==> src/rtl/npc_ctrl_pkg.sv <==
// Shared types for the NPC control unit: opcodes, immediate/ALU codes, FSM states, control bundle.
// NPC_CTRL_MULDIV_EN adds the MDWAIT state used while the multiply/divide unit runs.
package npc_ctrl_pkg;

  localparam logic [6:0] OPC_LUI     = 7'b0110111;
  localparam logic [6:0] OPC_AUIPC   = 7'b0010111;
  localparam logic [6:0] OPC_JAL     = 7'b1101111;
  localparam logic [6:0] OPC_JALR    = 7'b1100111;
  localparam logic [6:0] OPC_BRANCH  = 7'b1100011;
  localparam logic [6:0] OPC_LOAD    = 7'b0000011;
  localparam logic [6:0] OPC_STORE   = 7'b0100011;
  localparam logic [6:0] OPC_OPIMM   = 7'b0010011;
  localparam logic [6:0] OPC_OP      = 7'b0110011;
  localparam logic [6:0] OPC_OPIMM32 = 7'b0011011;
  localparam logic [6:0] OPC_OP32    = 7'b0111011;
  localparam logic [6:0] OPC_FENCE   = 7'b0001111;
  localparam logic [6:0] OPC_SYSTEM  = 7'b1110011;

  localparam logic [31:0] INST_EBREAK = 32'h00100073;

  localparam logic [1:0] BSRC_RS2 = 2'b00;
  localparam logic [1:0] BSRC_IMM = 2'b01;
  localparam logic [1:0] BSRC_4   = 2'b10;

  typedef enum logic [2:0] {
    IMM_NONE = 3'd0, IMM_I = 3'd1, IMM_U = 3'd2, IMM_S = 3'd3, IMM_B = 3'd4, IMM_J = 3'd5
  } imm_sel_e;

  // MDU codes sit at 5'b10_fff so funct3 maps straight onto them.
  typedef enum logic [4:0] {
    ALU_ADD  = 5'd0,  ALU_SUB  = 5'd1,  ALU_SLL    = 5'd2,  ALU_SLT   = 5'd3,
    ALU_SLTU = 5'd4,  ALU_XOR  = 5'd5,  ALU_SRL    = 5'd6,  ALU_SRA   = 5'd7,
    ALU_OR   = 5'd8,  ALU_AND  = 5'd9,  ALU_COPYB  = 5'd10,
    ALU_MUL  = 5'd16, ALU_MULH = 5'd17, ALU_MULHSU = 5'd18, ALU_MULHU = 5'd19,
    ALU_DIV  = 5'd20, ALU_DIVU = 5'd21, ALU_REM    = 5'd22, ALU_REMU  = 5'd23
  } alu_op_e;

  typedef enum logic [2:0] {
    ST_FETCH = 3'd0, ST_IWAIT = 3'd1, ST_EXEC = 3'd2, ST_MEM = 3'd3,
    ST_MWAIT = 3'd4, ST_WB    = 3'd5, ST_HALT = 3'd6
`ifdef NPC_CTRL_MULDIV_EN
    , ST_MDWAIT = 3'd7
`endif
  } state_e;

  typedef struct packed {
    imm_sel_e   imm;
    logic       asrc;
    logic [1:0] bsrc;
    alu_op_e    alu;
    logic       word;
    logic       branch;
    logic       load;
    logic       store;
    logic       wr_rd;
    logic       mdu;
    logic       ebreak;
    logic       illegal;
  } ctrl_t;

  localparam int CTRL_W = $bits(ctrl_t);

endpackage

==> src/rtl/npc_ctrl_decode.sv <==
// Combinational decode of the latched instruction into the control bundle.
// NPC_CTRL_MULDIV_EN makes funct7=0000001 R-type encodings legal MDU operations.
module npc_ctrl_decode
  import npc_ctrl_pkg::*;
#(
  parameter int XLEN = 32
) (
  input  logic [31:0]       ir,
  output logic [CTRL_W-1:0] ctl
);

  ctrl_t      c;
  logic [6:0] opcode;
  logic [2:0] f3;
  logic [6:0] f7;
  logic [6:0] sh_f7;

  assign opcode = ir[6:0];
  assign f3     = ir[14:12];
  assign f7     = ir[31:25];
  assign ctl    = c;

  function automatic alu_op_e alu_base(input logic [2:0] fn3, input logic alt);
    case (fn3)
      3'b000:  alu_base = alt ? ALU_SUB : ALU_ADD;
      3'b001:  alu_base = ALU_SLL;
      3'b010:  alu_base = ALU_SLT;
      3'b011:  alu_base = ALU_SLTU;
      3'b100:  alu_base = ALU_XOR;
      3'b101:  alu_base = alt ? ALU_SRA : ALU_SRL;
      3'b110:  alu_base = ALU_OR;
      default: alu_base = ALU_AND;
    endcase
  endfunction

  always_comb begin
    c = '0;
    // RV64 OP-IMM shifts have a 6-bit shamt, so funct7[0] belongs to the shift amount.
    sh_f7 = (XLEN == 64 && opcode == OPC_OPIMM) ? {f7[6:1], 1'b0} : f7;
    case (opcode)
      OPC_LUI:   begin c.imm = IMM_U; c.bsrc = BSRC_IMM; c.alu = ALU_COPYB; c.wr_rd = 1'b1; end
      OPC_AUIPC: begin c.imm = IMM_U; c.asrc = 1'b1; c.bsrc = BSRC_IMM; c.wr_rd = 1'b1; end
      OPC_JAL:   begin c.imm = IMM_J; c.asrc = 1'b1; c.bsrc = BSRC_4; c.wr_rd = 1'b1; end
      OPC_JALR: begin
        c.imm = IMM_I; c.asrc = 1'b1; c.bsrc = BSRC_4; c.wr_rd = 1'b1;
        c.illegal = (f3 != 3'b000);
      end
      OPC_BRANCH: begin
        c.imm = IMM_B; c.branch = 1'b1;
        case (f3[2:1])
          2'b00:   c.alu = ALU_SUB;
          2'b10:   c.alu = ALU_SLT;
          2'b11:   c.alu = ALU_SLTU;
          default: c.illegal = 1'b1;
        endcase
      end
      OPC_LOAD: begin
        c.imm = IMM_I; c.bsrc = BSRC_IMM; c.load = 1'b1; c.wr_rd = 1'b1;
        c.illegal = (f3 == 3'b111) || (XLEN != 64 && (f3 == 3'b011 || f3 == 3'b110));
      end
      OPC_STORE: begin
        c.imm = IMM_S; c.bsrc = BSRC_IMM; c.store = 1'b1;
        c.illegal = f3[2] || (XLEN != 64 && f3 == 3'b011);
      end
      OPC_OPIMM, OPC_OPIMM32: begin
        c.imm = IMM_I; c.bsrc = BSRC_IMM; c.wr_rd = 1'b1;
        c.word = (opcode == OPC_OPIMM32);
        c.alu  = alu_base(f3, (f3 == 3'b101) && f7[5]);
        if (f3 == 3'b001)      c.illegal = (sh_f7 != 7'b0000000);
        else if (f3 == 3'b101) c.illegal = (sh_f7 != 7'b0000000) && (sh_f7 != 7'b0100000);
        else                   c.illegal = c.word && (f3 != 3'b000);
      end
      OPC_OP, OPC_OP32: begin
        c.bsrc  = BSRC_RS2; c.wr_rd = 1'b1;
        c.word  = (opcode == OPC_OP32);
        case (f7)
          7'b0000000: begin
            c.alu     = alu_base(f3, 1'b0);
            c.illegal = c.word && !(f3 inside {3'b000, 3'b001, 3'b101});
          end
          7'b0100000: begin
            c.alu     = alu_base(f3, 1'b1);
            c.illegal = !(f3 inside {3'b000, 3'b101});
          end
`ifdef NPC_CTRL_MULDIV_EN
          7'b0000001: begin
            c.mdu     = 1'b1;
            c.alu     = alu_op_e'({2'b10, f3});
            c.illegal = c.word && (f3 inside {3'b001, 3'b010, 3'b011});
          end
`endif
          default: c.illegal = 1'b1;
        endcase
      end
      OPC_FENCE:  c.illegal = (f3 > 3'b001);
      OPC_SYSTEM: begin
        if (ir == INST_EBREAK) c.ebreak  = 1'b1;
        else                   c.illegal = 1'b1;
      end
      default: c.illegal = 1'b1;
    endcase
    if (XLEN != 64 && c.word) c.illegal = 1'b1;
    // An illegal word drives no datapath controls.
    if (c.illegal) begin
      c = '0;
      c.illegal = 1'b1;
    end
  end

endmodule

==> src/rtl/npc_ctrl_fsm.sv <==
// Multi-cycle NPC control FSM: fetch/exec/mem/writeback sequencing, IR, watchdog, sticky halt flags.
// NPC_CTRL_MULDIV_EN enables MDU dispatch (mdu_start pulse, MDWAIT until mdu_done); ALU_SEL_W must then be 5.
module npc_ctrl_fsm
  import npc_ctrl_pkg::*;
#(
  parameter int XLEN      = 32,
  parameter int ALU_SEL_W = 4,
  parameter int TIMEOUT   = 256
) (
  input  logic                 clk,
  input  logic                 rst,
  output logic                 inst_req_valid,
  input  logic                 inst_req_ready,
  input  logic                 inst_rsp_valid,
  input  logic [31:0]          inst_rsp_data,
  output logic                 mem_req_valid,
  input  logic                 mem_req_ready,
  input  logic                 mem_rsp_valid,
  output logic                 mdu_start,
  input  logic                 mdu_done,
  output logic [2:0]           op_imm,
  output logic                 op_alu_asrc,
  output logic [1:0]           op_alu_bsrc,
  output logic [ALU_SEL_W-1:0] op_alu_sel,
  output logic                 alu_word,
  output logic                 branch,
  output logic                 load,
  output logic                 en_wmem,
  output logic                 en_wreg,
  output logic                 pc_we,
  output logic                 halt,
  output logic                 illegal,
  output logic                 timeout
);

  localparam logic [31:0] WD_LAST = 32'(TIMEOUT - 1);

  state_e      state, state_nxt;
  ctrl_t       ctl;
  logic [31:0] ir;
  logic [31:0] wd_cnt;
  logic        run;
  logic        ir_load, set_ill, set_to, wait_st, wd_hit;
  logic        halt_q, illegal_q, timeout_q;

  npc_ctrl_decode #(.XLEN(XLEN)) u_decode (
    .ir  (ir),
    .ctl (ctl)
  );

  assign op_imm      = ctl.imm;
  assign op_alu_asrc = ctl.asrc;
  assign op_alu_bsrc = ctl.bsrc;
  assign op_alu_sel  = ALU_SEL_W'(ctl.alu);
  assign alu_word    = ctl.word;
  assign branch      = ctl.branch;
  assign load        = ctl.load;
  assign en_wmem     = mem_req_valid & ctl.store;
  assign halt        = halt_q;
  assign illegal     = illegal_q;
  assign timeout     = timeout_q;

`ifndef NPC_CTRL_MULDIV_EN
  logic unused_mdu_done;
  assign unused_mdu_done = mdu_done;
  assign mdu_start       = 1'b0;
`endif

  always_comb begin
    wait_st = state inside {ST_FETCH, ST_IWAIT, ST_MEM, ST_MWAIT};
`ifdef NPC_CTRL_MULDIV_EN
    if (state == ST_MDWAIT) wait_st = 1'b1;
`endif
    wd_hit = (TIMEOUT != 0) && run && wait_st && (wd_cnt == WD_LAST);
  end

  always_comb begin
    state_nxt      = state;
    inst_req_valid = 1'b0;
    mem_req_valid  = 1'b0;
    pc_we          = 1'b0;
    en_wreg        = 1'b0;
    ir_load        = 1'b0;
    set_ill        = 1'b0;
    set_to         = 1'b0;
`ifdef NPC_CTRL_MULDIV_EN
    mdu_start      = 1'b0;
`endif
    case (state)
      // run keeps the fetch request low until the first cycle after rst is released.
      ST_FETCH: if (run) begin
        inst_req_valid = 1'b1;
        if (inst_req_ready) state_nxt = ST_IWAIT;
      end
      ST_IWAIT: if (inst_rsp_valid) begin
        ir_load   = 1'b1;
        state_nxt = ST_EXEC;
      end
      ST_EXEC: begin
        if (ctl.ebreak)                state_nxt = ST_HALT;
        else if (ctl.illegal)          begin set_ill = 1'b1; state_nxt = ST_HALT; end
        else if (ctl.load | ctl.store) state_nxt = ST_MEM;
`ifdef NPC_CTRL_MULDIV_EN
        else if (ctl.mdu)              begin mdu_start = 1'b1; state_nxt = ST_MDWAIT; end
`endif
        else                           state_nxt = ST_WB;
      end
      ST_MEM: begin
        mem_req_valid = 1'b1;
        if (mem_req_ready) state_nxt = ST_MWAIT;
      end
      ST_MWAIT: if (mem_rsp_valid) state_nxt = ST_WB;
`ifdef NPC_CTRL_MULDIV_EN
      ST_MDWAIT: if (mdu_done) state_nxt = ST_WB;
`endif
      ST_WB: begin
        pc_we     = 1'b1;
        en_wreg   = ctl.wr_rd && (ir[11:7] != 5'd0);
        state_nxt = ST_FETCH;
      end
      ST_HALT: state_nxt = ST_HALT;
      default: state_nxt = ST_FETCH;
    endcase
    if (wd_hit && state_nxt == state) begin
      set_to    = 1'b1;
      state_nxt = ST_HALT;
    end
  end

  // State, IR, watchdog and sticky flags all advance on the same edge.
  always_ff @(posedge clk) begin
    if (rst) begin
      state     <= ST_FETCH;
      run       <= 1'b0;
      ir        <= '0;
      wd_cnt    <= '0;
      halt_q    <= 1'b0;
      illegal_q <= 1'b0;
      timeout_q <= 1'b0;
    end else begin
      state  <= state_nxt;
      run    <= 1'b1;
      if (ir_load) ir <= inst_rsp_data;
      wd_cnt <= (run && wait_st && state_nxt == state) ? wd_cnt + 32'd1 : 32'd0;
      if (state_nxt == ST_HALT) halt_q    <= 1'b1;
      if (set_ill)              illegal_q <= 1'b1;
      if (set_to)               timeout_q <= 1'b1;
    end
  end

endmodule

==> config.mk <==
export PLATFORM = sky130hd
export DESIGN_NAME = npc_ctrl_fsm
export DESIGN_NICKNAME = d
export VERILOG_FILES = /design/src/rtl/npc_ctrl_pkg.sv /design/src/rtl/npc_ctrl_decode.sv /design/src/rtl/npc_ctrl_fsm.sv
export SDC_FILE = /design/constraint.sdc
export NUM_CORES = 1
export LEC_CHECK = 0
export ABC_AREA = 1
export CAP_MARGIN = 20
export CORE_MARGIN = 2
export CORE_UTILIZATION = 40
export CTS_CLUSTER_DIAMETER = 150
export DETAILED_ROUTE_END_ITERATION = 12
export DONT_BUFFER_PORTS = 1
export GPL_TIMING_DRIVEN = 0
export PLACE_DENSITY = 0.6
export SETUP_SLACK_MARGIN = 0.15
export SYNTH_ARGS = -nofsm -noshare
export SYNTH_HDL_FRONTEND = slang
export SYNTH_HIERARCHICAL = 1
export SYNTH_SLANG_ARGS = --single-unit
==> constraint.sdc <==
create_clock -name clk -period 2.59 [get_ports clk]
set_clock_uncertainty 0.15 [all_clocks]
set_input_delay 0.518 -clock clk [delete_from_list [all_inputs] [get_ports clk]]
set_output_delay 0.518 -clock clk [all_outputs]
set_load 0.02 [all_outputs]
==> key figures <==
STA
  – Worst setup margin: -0.388 ns
  – Worst hold margin: approximately 0.064 ns
  – Endpoints failing setup: 50
  – RSZ-0062 raised after global routing: true
  – Final worst path period share: 115%
  – FMAX: approximately 340 MHz
  – Final hold vios: 0
  – Slew @ Worst Pin: 0.528 ns
  – Slew headroom: 64.5%
  – Number of slew-limit violations in the final report: 0
  – Fin crit period: 2.98 ns

Setup path
  – Slowest stage cell on the critical path: dfxtp_2
  – CP Launch Point: ir[3]
  – CP max FO: 5
  – Worst setup path class: register to register
  – Crit Reg-Reg Startpoint: ir[3]
  – Buf/Inv on CP: 6
  – WP data arrival: between 3 and 4 ns
  – CP Launch Type: register
  – Worst Path Required: 2.70 ns
  – Max stage delay on crit path: 0.34 ns
  – CP delay by family, top: simple AND/OR/NAND/NOR gates
  – Most frequent cell on the critical path: nand2_1
  – CP Capture Type: register

Clocking
  – Clock Latency Late Sink: between 0.3 and 0.4 ns
  – CTS Hold Bufs: 0
  – Clock sinks: just over 70
  – H-tree depth: 3
  – Root buffer cell: clkbuf_8
  – Max clock buf depth: 2
  – Worst-path clk slew: around 0.08 ns
  – Num CTS Buffers: 9
  – CTS tree: yes

Global routing
  – First-pass GRT wire length: ~19 mm
  – Gr usage total: 20.3%
  – Number of antenna violations at the first check in global routing: 0
  – Vias in the first global route: just over 4,000
  – Largest net degree at the start of global routing: 13
  – Gr ovfl total: 0

Place
  – IO buf count: 0
  – RePlAce Congestion: between 0.8 and 0.9
  – Inst Count DP: ~850
  – DP Wirelength: between 8 and 9 mm
  – Placed Area: about 4700 um2
  – Worst slack, placed: -0.479 ns

Drt
  – Initial DRT Pass Iterations: 5
  – Drt drc: 0
  – Wire length per cell: 13.1 um
  – Drt initial violations: ~260
  – Drt via density: 4.89
  – Final ANT Viol Nets: 0
  – Final Routed Wirelength: around 12 mm
  – Via count: 4,400

Floorplan
  – FP Rows: 38
  – Die width: ~110 um
  – Die span in y: 110 um
  – Starting Density: 41.3%
  – Die area: around 12,000 um2
  – IO Pins: between 60 and 70
  – Placeable core area: 10,900 um2

Synth
  – Mean area per synthesized cell: around 6.4 um2
  – Mapped Area: approximately 4500 um2
  – Net Count, Synth: between 700 and 800
  – Mapped Cells: 706
  – Yosys Warn Count: 6

Cells and area
  – Filler-free cell count of the finished design: 899
  – Commonest non-fill, non-tap cells in the layout: 133 x nor2_1, 123 x nand2_1, 86 x inv_1
  – Cell area after layout: between 5000 and 6000 um2
  – # diodes: 0
  – Commonest non-fill, non-tap cell in the layout: nor2_1
  – Final nets: just under 800
  – Proportion of layout cells with a drive suffix above 1: 27.3%
  – Layout area overhead: 28.0%

Hold path
  – Worst min path class: input port to register
  – Hold_sp: rst

Power
  – Max IR drop VDD: roughly 0.22 mV
  – Lkg Pwr: around 2.4 nW
  – Pwr/cell area: about 560 nW/um2

Status
  – Status: complete, but fails checks
  – Failing checks: setup timing

Job
  – Maxcap violations: 0
[report_power, final]
group          switching [W]  total, W  internal (W)
Combinational       0.000572  0.000968      0.000396
Sequential         0.0000727   0.00125       0.00118
Clock               0.000437   0.00101      0.000569
Total                0.00108   0.00323       0.00214
[flip-flops by register name (all words and copies together) (netlist names)]
signal and cells:
halt 1, illegal 1, ir 32, run 1
state 3, timeout 1, wd_cnt 32
[routing by layer]
metal | wire length [um] | vias up | global-route usage (%) | part of all wire (%)
met5 | 0 | - | 0 | 0
met4 | 286 | 0 | 8.50 | 2.4
met3 | 630 | 19 | 5.11 | 5.4
met2 | 5150 | 89 | 30.3 | 44
met1 | 5700 | 2013 | 27.8 | 48
li1 | - | 2279 | - | -
[repair_timing]
| item | 4_1_cts | 5_1_grt |
|---|---|---|
| pin swaps | 25 | 26 |
| cloned | 2 | 1 |
| resized for setup | 66 | 47 |
| buffers inserted | 27 | 7 |
| setup endpoints to repair | 51 | 51 |
[path summary, 6_finish.rpt]
check	endpoint	slack [ns]	cells after the start
worst max-delay path	wd_cnt[26]	-0.39	25
worst min-delay path	state[1]	0.06	1
worst max register to register	wd_cnt[26]	-0.39	25
worst min register to register	wd_cnt[0]	0.33	1
[worst reg2reg max path, stage by stage, from the launching register on]
cell	delay [ns]
dfxtp_2	0.34
inv_2	0.05
nand2_2	0.08
nor2_4	0.04
buf_6	0.13
buf_6	0.12
nand3_2	0.05
nand3_2	0.08
nor2_4	0.13
nand3_4	0.11
nor3_4	0.34
inv_1	0.08
nand2_1	0.06
nand2_1	0.06
nand2_1	0.07
nand2_2	0.06
nand2_1	0.06
nand2_1	0.05
nor2_1	0.12
nand3_2	0.11
nand3_2	0.08
nand2_2	0.07
nand3_4	0.14
buf_6	0.14
clkbuf_16	0.14
nor2_2	0.03
[per-stage QoR]
step           util (%)  setup TNS, ns  power [W]
2_1_floorplan         -          -2.57    0.00180
6_report           52.8         -15.11    0.00323
4_1_cts            50.6         -13.38    0.00315
3_3_place_gp       43.5         -15.13    0.00193
5_1_grt            52.8         -22.66    0.00343
3_5_place_dp       43.5         -14.69    0.00194
[area by class of cell]
cell class | instances | area, um2
Multi-Input combinational cell | 517 | 2950
Timing Repair Buffer | 37 | 387
Fill cell | 1055 | 5130
Buffer | 22 | 205
Inverter | 96 | 380
Tap cell | 140 | 175
Sequential cell | 71 | 1440
Clock inverter | 5 | 81.3
Clock buffer | 11 | 141
(Power assumes the default switching activity.)
